$ cat config.mk
export PLATFORM = sky130hd
export DESIGN_NAME = ysyx_23060332_lsu_flat
export DESIGN_NICKNAME = d
export VERILOG_FILES = /design/src/rtl/ysyx_23060332_lsu_pkg.sv /design/src/rtl/ysyx_23060332_lsu_if.sv /design/src/rtl/ysyx_23060332_lsu_align.sv /design/src/rtl/ysyx_23060332_lsu.sv /design/src/flat_wrapper.sv
export SDC_FILE = /design/constraint.sdc
export NUM_CORES = 1
export LEC_CHECK = 0
export ABC_AREA = 1
export BUFFER_PORTS_ARGS = -buffer_cell sky130_fd_sc_hd__buf_2
export CELL_PAD_IN_SITES_DETAIL_PLACEMENT = 1
export CELL_PAD_IN_SITES_GLOBAL_PLACEMENT = 1
export CORE_UTILIZATION = 35
export CTS_BUF_LIST = sky130_fd_sc_hd__clkbuf_8
export CTS_CLUSTER_SIZE = 40
export DETAILED_ROUTE_END_ITERATION = 8
export HOLD_SLACK_MARGIN = 0.05
export PLACE_DENSITY_LB_ADDON = 0.15
export SLEW_MARGIN = 0
export SYNTH_ARGS = -nofsm -noshare
export SYNTH_HDL_FRONTEND = slang
export SYNTH_HIERARCHICAL = 1
export SYNTH_SLANG_ARGS = --single-unit
$ cat constraint.sdc
create_clock -name clk -period 4.1 [get_ports clk]
set_input_delay 0.205 -clock clk [delete_from_list [all_inputs] [get_ports clk]]
set_output_delay 0.205 -clock clk [all_outputs]
set_load 0.005 [all_outputs]
$ cat src/rtl/ysyx_23060332_lsu_pkg.sv
// Shared definitions for the load/store/writeback unit: funct3 codes,
// FSM state encoding and register-file bus widths.
package ysyx_23060332_lsu_pkg;

  localparam int REG_ADDR_BUS = 5;
  localparam int REG_DATA_BUS = 32;

  localparam logic [2:0] F3_LB  = 3'b000;
  localparam logic [2:0] F3_LH  = 3'b001;
  localparam logic [2:0] F3_LW  = 3'b010;
  localparam logic [2:0] F3_LBU = 3'b100;
  localparam logic [2:0] F3_LHU = 3'b101;
  localparam logic [2:0] F3_SB  = 3'b000;
  localparam logic [2:0] F3_SH  = 3'b001;
  localparam logic [2:0] F3_SW  = 3'b010;

  typedef enum logic [2:0] {
    ST_IDLE = 3'd0,
    ST_REQ  = 3'd1,
    ST_WAIT = 3'd2,
    ST_WB   = 3'd3,
    ST_ERR  = 3'd4
  } state_t;

  // Width codes that no RV32 load or store uses.
  function automatic logic illegal_width(input logic [2:0] f3);
    return (f3 == 3'b011) || (f3 == 3'b110) || (f3 == 3'b111);
  endfunction

endpackage

$ cat src/rtl/ysyx_23060332_lsu_if.sv
// EXU-side handshake, memory bus and register write port of the LSU.
// master is the LSU's view, slave is the surrounding environment's view.
interface ysyx_23060332_lsu_if
  import ysyx_23060332_lsu_pkg::*;
#(
  parameter int ADDR_W = 32,
  parameter int DATA_W = 32
);
  logic                    in_valid;
  logic                    in_ready;
  logic                    in_is_load;
  logic                    in_is_store;
  logic [2:0]              in_funct3;
  logic [ADDR_W-1:0]       in_addr;
  logic [DATA_W-1:0]       in_wdata;
  logic [DATA_W-1:0]       in_alu_result;
  logic [REG_ADDR_BUS-1:0] in_rd;

  logic                    mem_req_valid;
  logic                    mem_req_ready;
  logic [ADDR_W-1:0]       mem_req_addr;
  logic                    mem_req_wen;
  logic [DATA_W-1:0]       mem_req_wdata;
  logic [3:0]              mem_req_wmask;
  logic                    mem_resp_valid;
  logic [DATA_W-1:0]       mem_resp_rdata;

  logic [REG_ADDR_BUS-1:0] waddr;
  logic [DATA_W-1:0]       wdata;
  logic                    reg_wen;
  logic                    done;
  logic                    misalign_err;

  modport master (
    input  in_valid, in_is_load, in_is_store, in_funct3, in_addr, in_wdata,
           in_alu_result, in_rd, mem_req_ready, mem_resp_valid, mem_resp_rdata,
    output in_ready, mem_req_valid, mem_req_addr, mem_req_wen, mem_req_wdata,
           mem_req_wmask, waddr, wdata, reg_wen, done, misalign_err
  );

  modport slave (
    output in_valid, in_is_load, in_is_store, in_funct3, in_addr, in_wdata,
           in_alu_result, in_rd, mem_req_ready, mem_resp_valid, mem_resp_rdata,
    input  in_ready, mem_req_valid, mem_req_addr, mem_req_wen, mem_req_wdata,
           mem_req_wmask, waddr, wdata, reg_wen, done, misalign_err
  );

endinterface

$ cat src/rtl/ysyx_23060332_lsu_align.sv
// Byte-lane steering: store strobes/replication, load extraction with
// sign/zero extension, and the alignment/width fault flag.
module ysyx_23060332_lsu_align
  import ysyx_23060332_lsu_pkg::*;
#(
  parameter int DATA_W = 32
) (
  input  logic [2:0]        funct3,
  input  logic [1:0]        lane,
  input  logic [DATA_W-1:0] store_data,
  input  logic [DATA_W-1:0] rdata,
  output logic [3:0]        wmask,
  output logic [DATA_W-1:0] store_rep,
  output logic [DATA_W-1:0] load_ext,
  output logic              misalign
);

  logic        [7:0]  byte_u;
  logic        [15:0] half_u;
  logic signed [7:0]  byte_s;
  logic signed [15:0] half_s;

  assign byte_u = rdata[{lane, 3'b000} +: 8];
  assign half_u = rdata[{lane[1], 4'b0000} +: 16];
  assign byte_s = signed'(byte_u);
  assign half_s = signed'(half_u);

  always_comb begin
    wmask     = 4'b0000;
    store_rep = '0;
    misalign  = 1'b0;
    case (funct3[1:0])
      F3_SB[1:0]: begin
        wmask     = 4'b0001 << lane;
        store_rep = {4{store_data[7:0]}};
      end
      F3_SH[1:0]: begin
        wmask     = 4'b0011 << {lane[1], 1'b0};
        store_rep = {2{store_data[15:0]}};
        misalign  = lane[0];
      end
      F3_SW[1:0]: begin
        wmask     = 4'b1111;
        store_rep = store_data;
        misalign  = |lane;
      end
      default: misalign = 1'b1;
    endcase
    if (illegal_width(funct3)) misalign = 1'b1;
  end

  always_comb begin
    load_ext = rdata;
    case (funct3)
      F3_LB:   load_ext = DATA_W'(byte_s);
      F3_LBU:  load_ext = DATA_W'(byte_u);
      F3_LH:   load_ext = DATA_W'(half_s);
      F3_LHU:  load_ext = DATA_W'(half_u);
      default: load_ext = rdata;
    endcase
  end

endmodule

$ cat src/rtl/ysyx_23060332_lsu.sv
// Load/store and writeback unit: one op at a time from the EXU, memory ops
// over a variable-latency req/resp bus, sole driver of the register write port.
module ysyx_23060332_lsu
  import ysyx_23060332_lsu_pkg::*;
#(
  parameter int ADDR_W = 32,
  parameter int DATA_W = 32
) (
  input logic              clk,
  input logic              rst,
  ysyx_23060332_lsu_if.master bus
);

  state_t state, state_n;

  logic                    is_load_p1;
  logic                    is_store_p1;
  logic [2:0]              funct3_p1;
  logic [ADDR_W-1:0]       addr_p1;
  logic [DATA_W-1:0]       sdata_p1;
  logic [REG_ADDR_BUS-1:0] rd_p1;
  logic [REG_ADDR_BUS-1:0] wb_addr_p2;
  logic [DATA_W-1:0]       wb_data_p2;

  logic              idle;
  logic              in_mem;
  logic              in_fault;
  logic              accept;
  logic              load_resp;
  logic [2:0]        al_funct3;
  logic [1:0]        al_lane;
  logic [3:0]        al_wmask;
  logic [DATA_W-1:0] al_store;
  logic [DATA_W-1:0] al_load;
  logic              al_misalign;

  assign idle      = (state == ST_IDLE);
  assign accept    = idle & bus.in_valid;
  assign load_resp = (state == ST_WAIT) & bus.mem_resp_valid & is_load_p1;

  // In IDLE the aligner judges the incoming op; afterwards it works on the latched one.
  assign al_funct3 = idle ? bus.in_funct3     : funct3_p1;
  assign al_lane   = idle ? bus.in_addr[1:0]  : addr_p1[1:0];

  ysyx_23060332_lsu_align #(.DATA_W(DATA_W)) u_align (
    .funct3     (al_funct3),
    .lane       (al_lane),
    .store_data (sdata_p1),
    .rdata      (bus.mem_resp_rdata),
    .wmask      (al_wmask),
    .store_rep  (al_store),
    .load_ext   (al_load),
    .misalign   (al_misalign)
  );

  assign in_mem   = bus.in_is_load | bus.in_is_store;
  assign in_fault = (bus.in_is_load & bus.in_is_store) | (in_mem & al_misalign);

  always_ff @(posedge clk or posedge rst) begin
    if (rst) state <= ST_IDLE;
    else     state <= state_n;
  end

  always_comb begin
    state_n            = state;
    bus.in_ready       = idle;
    bus.mem_req_valid  = 1'b0;
    bus.mem_req_addr   = '0;
    bus.mem_req_wen    = 1'b0;
    bus.mem_req_wdata  = '0;
    bus.mem_req_wmask  = 4'b0000;
    bus.waddr          = wb_addr_p2;
    bus.wdata          = wb_data_p2;
    bus.reg_wen        = 1'b0;
    bus.done           = 1'b0;
    bus.misalign_err   = 1'b0;
    case (state)
      ST_IDLE: begin
        if (bus.in_valid) begin
          if (in_fault)    state_n = ST_ERR;
          else if (in_mem) state_n = ST_REQ;
          else             state_n = ST_WB;
        end
      end
      ST_REQ: begin
        bus.mem_req_valid = 1'b1;
        bus.mem_req_addr  = {addr_p1[ADDR_W-1:2], 2'b00};
        bus.mem_req_wen   = is_store_p1;
        bus.mem_req_wdata = al_store;
        bus.mem_req_wmask = al_wmask;
        if (bus.mem_req_ready) state_n = ST_WAIT;
      end
      ST_WAIT: begin
        if (bus.mem_resp_valid) begin
          if (is_load_p1) begin
            state_n = ST_WB;
          end else begin
            bus.done = 1'b1;
            state_n  = ST_IDLE;
          end
        end
      end
      ST_WB: begin
        bus.reg_wen = (rd_p1 != '0);
        bus.done    = 1'b1;
        state_n     = ST_IDLE;
      end
      ST_ERR: begin
        bus.misalign_err = 1'b1;
        bus.done         = 1'b1;
        state_n          = ST_IDLE;
      end
      default: state_n = ST_IDLE;
    endcase
  end

  // Stage p1: op latched on accept. Stage p2: write-port registers, touched only
  // when a real register write follows so they hold while reg_wen is low.
  always_ff @(posedge clk or posedge rst) begin
    if (rst) begin
      is_load_p1  <= 1'b0;
      is_store_p1 <= 1'b0;
      funct3_p1   <= '0;
      addr_p1     <= '0;
      sdata_p1    <= '0;
      rd_p1       <= '0;
      wb_addr_p2  <= '0;
      wb_data_p2  <= '0;
    end else begin
      if (accept) begin
        is_load_p1  <= bus.in_is_load;
        is_store_p1 <= bus.in_is_store;
        funct3_p1   <= bus.in_funct3;
        addr_p1     <= bus.in_addr;
        sdata_p1    <= bus.in_wdata;
        rd_p1       <= bus.in_rd;
        if (!in_mem && (bus.in_rd != '0)) begin
          wb_addr_p2 <= bus.in_rd;
          wb_data_p2 <= bus.in_alu_result;
        end
      end
      if (load_resp && (rd_p1 != '0)) begin
        wb_addr_p2 <= rd_p1;
        wb_data_p2 <= al_load;
      end
    end
  end

endmodule

$ cat src/flat_wrapper.sv
// flat-port wrapper written by rule: the top's interface ports become plain ports
module ysyx_23060332_lsu_flat import ysyx_23060332_lsu_pkg::*;
#(
  parameter int ADDR_W = 32,
  parameter int DATA_W = 32
)
  (clk, rst, bus_in_valid, bus_in_is_load, bus_in_is_store, bus_in_funct3, bus_in_addr, bus_in_wdata, bus_in_alu_result, bus_in_rd, bus_mem_req_ready, bus_mem_resp_valid, bus_mem_resp_rdata, bus_in_ready, bus_mem_req_valid, bus_mem_req_addr, bus_mem_req_wen, bus_mem_req_wdata, bus_mem_req_wmask, bus_waddr, bus_wdata, bus_reg_wen, bus_done, bus_misalign_err);
  ysyx_23060332_lsu_if #(.ADDR_W(ADDR_W), .DATA_W(DATA_W)) bus_i ();
  input logic clk;
  input logic rst;
  input wire logic [$bits(bus_i.in_valid)-1:0] bus_in_valid;
  input wire logic [$bits(bus_i.in_is_load)-1:0] bus_in_is_load;
  input wire logic [$bits(bus_i.in_is_store)-1:0] bus_in_is_store;
  input wire logic [$bits(bus_i.in_funct3)-1:0] bus_in_funct3;
  input wire logic [$bits(bus_i.in_addr)-1:0] bus_in_addr;
  input wire logic [$bits(bus_i.in_wdata)-1:0] bus_in_wdata;
  input wire logic [$bits(bus_i.in_alu_result)-1:0] bus_in_alu_result;
  input wire logic [$bits(bus_i.in_rd)-1:0] bus_in_rd;
  input wire logic [$bits(bus_i.mem_req_ready)-1:0] bus_mem_req_ready;
  input wire logic [$bits(bus_i.mem_resp_valid)-1:0] bus_mem_resp_valid;
  input wire logic [$bits(bus_i.mem_resp_rdata)-1:0] bus_mem_resp_rdata;
  output wire logic [$bits(bus_i.in_ready)-1:0] bus_in_ready;
  output wire logic [$bits(bus_i.mem_req_valid)-1:0] bus_mem_req_valid;
  output wire logic [$bits(bus_i.mem_req_addr)-1:0] bus_mem_req_addr;
  output wire logic [$bits(bus_i.mem_req_wen)-1:0] bus_mem_req_wen;
  output wire logic [$bits(bus_i.mem_req_wdata)-1:0] bus_mem_req_wdata;
  output wire logic [$bits(bus_i.mem_req_wmask)-1:0] bus_mem_req_wmask;
  output wire logic [$bits(bus_i.waddr)-1:0] bus_waddr;
  output wire logic [$bits(bus_i.wdata)-1:0] bus_wdata;
  output wire logic [$bits(bus_i.reg_wen)-1:0] bus_reg_wen;
  output wire logic [$bits(bus_i.done)-1:0] bus_done;
  output wire logic [$bits(bus_i.misalign_err)-1:0] bus_misalign_err;
  assign bus_i.in_valid = bus_in_valid;
  assign bus_i.in_is_load = bus_in_is_load;
  assign bus_i.in_is_store = bus_in_is_store;
  assign bus_i.in_funct3 = bus_in_funct3;
  assign bus_i.in_addr = bus_in_addr;
  assign bus_i.in_wdata = bus_in_wdata;
  assign bus_i.in_alu_result = bus_in_alu_result;
  assign bus_i.in_rd = bus_in_rd;
  assign bus_i.mem_req_ready = bus_mem_req_ready;
  assign bus_i.mem_resp_valid = bus_mem_resp_valid;
  assign bus_i.mem_resp_rdata = bus_mem_resp_rdata;
  assign bus_in_ready = bus_i.in_ready;
  assign bus_mem_req_valid = bus_i.mem_req_valid;
  assign bus_mem_req_addr = bus_i.mem_req_addr;
  assign bus_mem_req_wen = bus_i.mem_req_wen;
  assign bus_mem_req_wdata = bus_i.mem_req_wdata;
  assign bus_mem_req_wmask = bus_i.mem_req_wmask;
  assign bus_waddr = bus_i.waddr;
  assign bus_wdata = bus_i.wdata;
  assign bus_reg_wen = bus_i.reg_wen;
  assign bus_done = bus_i.done;
  assign bus_misalign_err = bus_i.misalign_err;
  ysyx_23060332_lsu #(.ADDR_W(ADDR_W), .DATA_W(DATA_W)) u_core (.clk(clk), .rst(rst), .bus(bus_i));
endmodule
==> metrics.csv <==
metric,value,unit
"flops & latches, synth",114,
clock-pin slew on the worst setup and hold paths,0.09,ns
CP startpoint kind,register,
cell taking the most area after synthesis,dfrtp_1,
Tightest Pin Transition,1.18,ns
layout cells sized above 1,0.233,
Yosys cell types,28,
cts bufs inserted,17,
area delta synth->final,36.1,%
Post-synth EDFFs,0,
vias in the first global route,8609,
CTS sink count,114,
Comb pwr share,0.568,
synthesized area,7260,um^2
status,"finished, final reports clean",
row cnt,52,
pre-CTS setup slack,1.18,ns
worst reg-to-reg setup slack,1.15,ns
RSZ-0062 raised after global routing,false,
VDD IR max,0.000238,V
drt initial violations,414,
DP Area,8620,um^2
Final WS setup,0.892,ns
Pint,0.00341,W
Switching Fraction,0.495,
die area,21300,um^2
first-pass GRT wire length,43.9,mm
register area,2850,um^2
top post-synthesis cells by area,"dfrtp_1 39%, nand2_1 19%, inv_1 8.9%",
crit path max fanout,14,
vias after detailed routing,8194,
worst skew pair latency,0.45,ns
Via density,4.81,
clock buffer depth,2,
Yosys warnings,6,
DRT Pass-1 Iters,4,
initial antenna violation count,3,
commonest cells in the synthesized netlist,"373 x nand2_1, 172 x inv_1, 123 x nand3_1, 114 x dfrtp_1, 110 x nor2_1",
gp weighted congestion,0.849,
Slew Limit Fails,0,
Final Skew,0.0159,ns
IO Pins,254,
final hold violation count,0,
CTS tree,done,
final wirelength,26.9,mm
final setup fails,0,
post-route cell area,9870,um^2
PortBufs,251,
ANT nets after route,0,
fin crit share,0.782,
Multi-input gate area,3400,um^2
Worst Hold Slack,0.0692,ns
post-route setup TNS,0,ns
H-tree levels,4,
Final Util,0.486,
Worst slew margin,0.216,
mean post-synth cell area,6.51,um^2
CTS root buf,clkbuf_8,
pwr/cell area,684,nW/um^2
largest net degree at the start of global routing,107,
gate count after technology mapping,1115,
Die X-Extent,146,um
Worst Hold Class,primary input to register,
CORE AREA,20300,um^2
register area share after synthesis,0.393,
WP data arrival,3.00,ns
sw power,0.00334,W
min cycle time layout,3.21,ns
data required time of the critical path,3.89,ns
Leakage,5.72,nW
grt total ovfl,0,
Synth top area share,0.393,
Most used DFF post-synth,dfrtp_1,
# Post-CTS Setup Buffers,0,
fill count,2765,
count of max-cap constraint violations,0,
Initial Util,0.357,
nets@finish,1562,
Residual DRC,0,
"count leader, synth",nand2_1,
Async SR Flop Fraction,1.00,
Reg power frac,0.286,
GRT Util Overall,0.259,
critical path class,register to primary output,
Fmax,312,MHz
detailed placement HPWL,17.9,mm
die extent in y,146,um
post-DR wirelength/cell,15.8,um
clock power share,0.147,
Critical Path End Type,primary output,
## through the flow
stage / total power, W / cells
floorplan: 0.00450 / 1116
global placement: 0.00564 / 1582
detailed placement: 0.00572 / 1582
CTS: 0.00682 / 1702
global route: 0.00743 / 1704
finish: 0.00675 / 1704
## power groups by stage
| stage | registers [W] | clock network, W | logic [W] |
|---|---|---|---|
| finish | 0.00193 | 0.000991 | 0.00383 |
| detailed placement | 0.00195 | 0 | 0.00377 |
| floorplan | 0.00189 | 0 | 0.00261 |
| global placement | 0.00193 | 0 | 0.00371 |
| CTS | 0.00193 | 0.00103 | 0.00386 |
| global route | 0.00199 | 0.00107 | 0.00437 |
## cells in the final DEF, fill, tap and decap left out
cell           instances
nor2_1               110
buf_2                251
nand3b_1               1
inv_4                  1
nor2_2                 2
nand2_2                1
nand2_4                5
inv_2                  9
nand2_1              373
inv_6                  3
dlygate4sd3_1         88
dfrtp_1              114
inv_1                170
clkinv_2               2
clkbuf_8              19
nand3_2               12
nand4_1               38
o211ai_4               1
a21oi_1                2
o21ai_1                1
o21a_1                 1
o211ai_1               2
buf_4                 12
clkinv_4               2
o21ai_0               71
diode_2                2
clkinvlp_4             5
nor3_1                 2
nor2_8                 2
conb_1                 2
nand3_1              122
inv_8                  1
o221ai_1               1
o21ai_4                1
clkinv_1               1
o21ai_2                1
nor2_4                 3
## what timing repair did
item,CTS,global route
resized for setup,0,0
hold buffers,88,0
hold endpoints to repair,159,0
## cell type report
cell class / count / share of cell area
diodes: 2 / 0.000507
clock buffers: 19 / 0.0265
clock inverters: 13 / 0.0104
inverters: 181 / 0.0691
multi-input cells: 754 / 0.345
flip-flops and latches: 114 / 0.289
well taps: 270 / 0.0342
repair buffers: 351 / 0.226
## worst paths after layout
kind                                                  from                                to  cells past startpoint
max                            u_core/state[1]$_DFFE_PP0P_              bus_mem_req_wdata[5]                     10
min                                  bus_in_alu_result[28]  u_core/bus.wdata[28]$_DFFE_PP0P_                      5
max reg2reg                    u_core/state[1]$_DFFE_PP0P_   u_core/bus.wdata[0]$_DFFE_PP0P_                     13
min reg2reg                u_core/sdata_p1[15]$_DFFE_PP0P_   u_core/sdata_p1[15]$_DFFE_PP0P_                      2
max in group asynchronous                              rst   u_core/sdata_p1[31]$_DFFE_PP0P_                      4
min in group asynchronous                              rst  u_core/bus.wdata[29]$_DFFE_PP0P_                      3
## metal layers
metal	GRT usage	wire (um)
met4	0.0880	622
met3	0.0470	1240
met1	0.323	11500
met5	0	23
met2	0.449	13500
## kinds of logic after synthesis
kind of cell,synth area share
buffers and inverters,0.141
flip-flops,0.393
AO/OA/AOI/OAI,0.0597
AND/OR/NAND/NOR,0.406
other,0.000517
## flip-flops by register name, summed over array words and instances, names as in the netlist
register and flops:
u_core/state 3, u_core/rd_p1 5, u_core/bus.wdata 32, u_core/addr_p1 32
u_core/is_store_p1 1, u_core/sdata_p1 32, u_core/funct3_p1 3, u_core/bus.waddr 5
u_core/is_load_p1 1
## critical path, stage by stage (launching register included)
cell	delay [ns]
dfrtp_1	0.43
nor2_1	0.11
nand2_1	0.33
nand2_1	0.24
o21ai_4	0.18
nand2_1	0.36
clkinv_1	0.39
nor2_1	0.23
inv_1	0.06
nor2_1	0.09
buf_2	0.14
No activity file was read; power rests on OpenSTA's default activity.
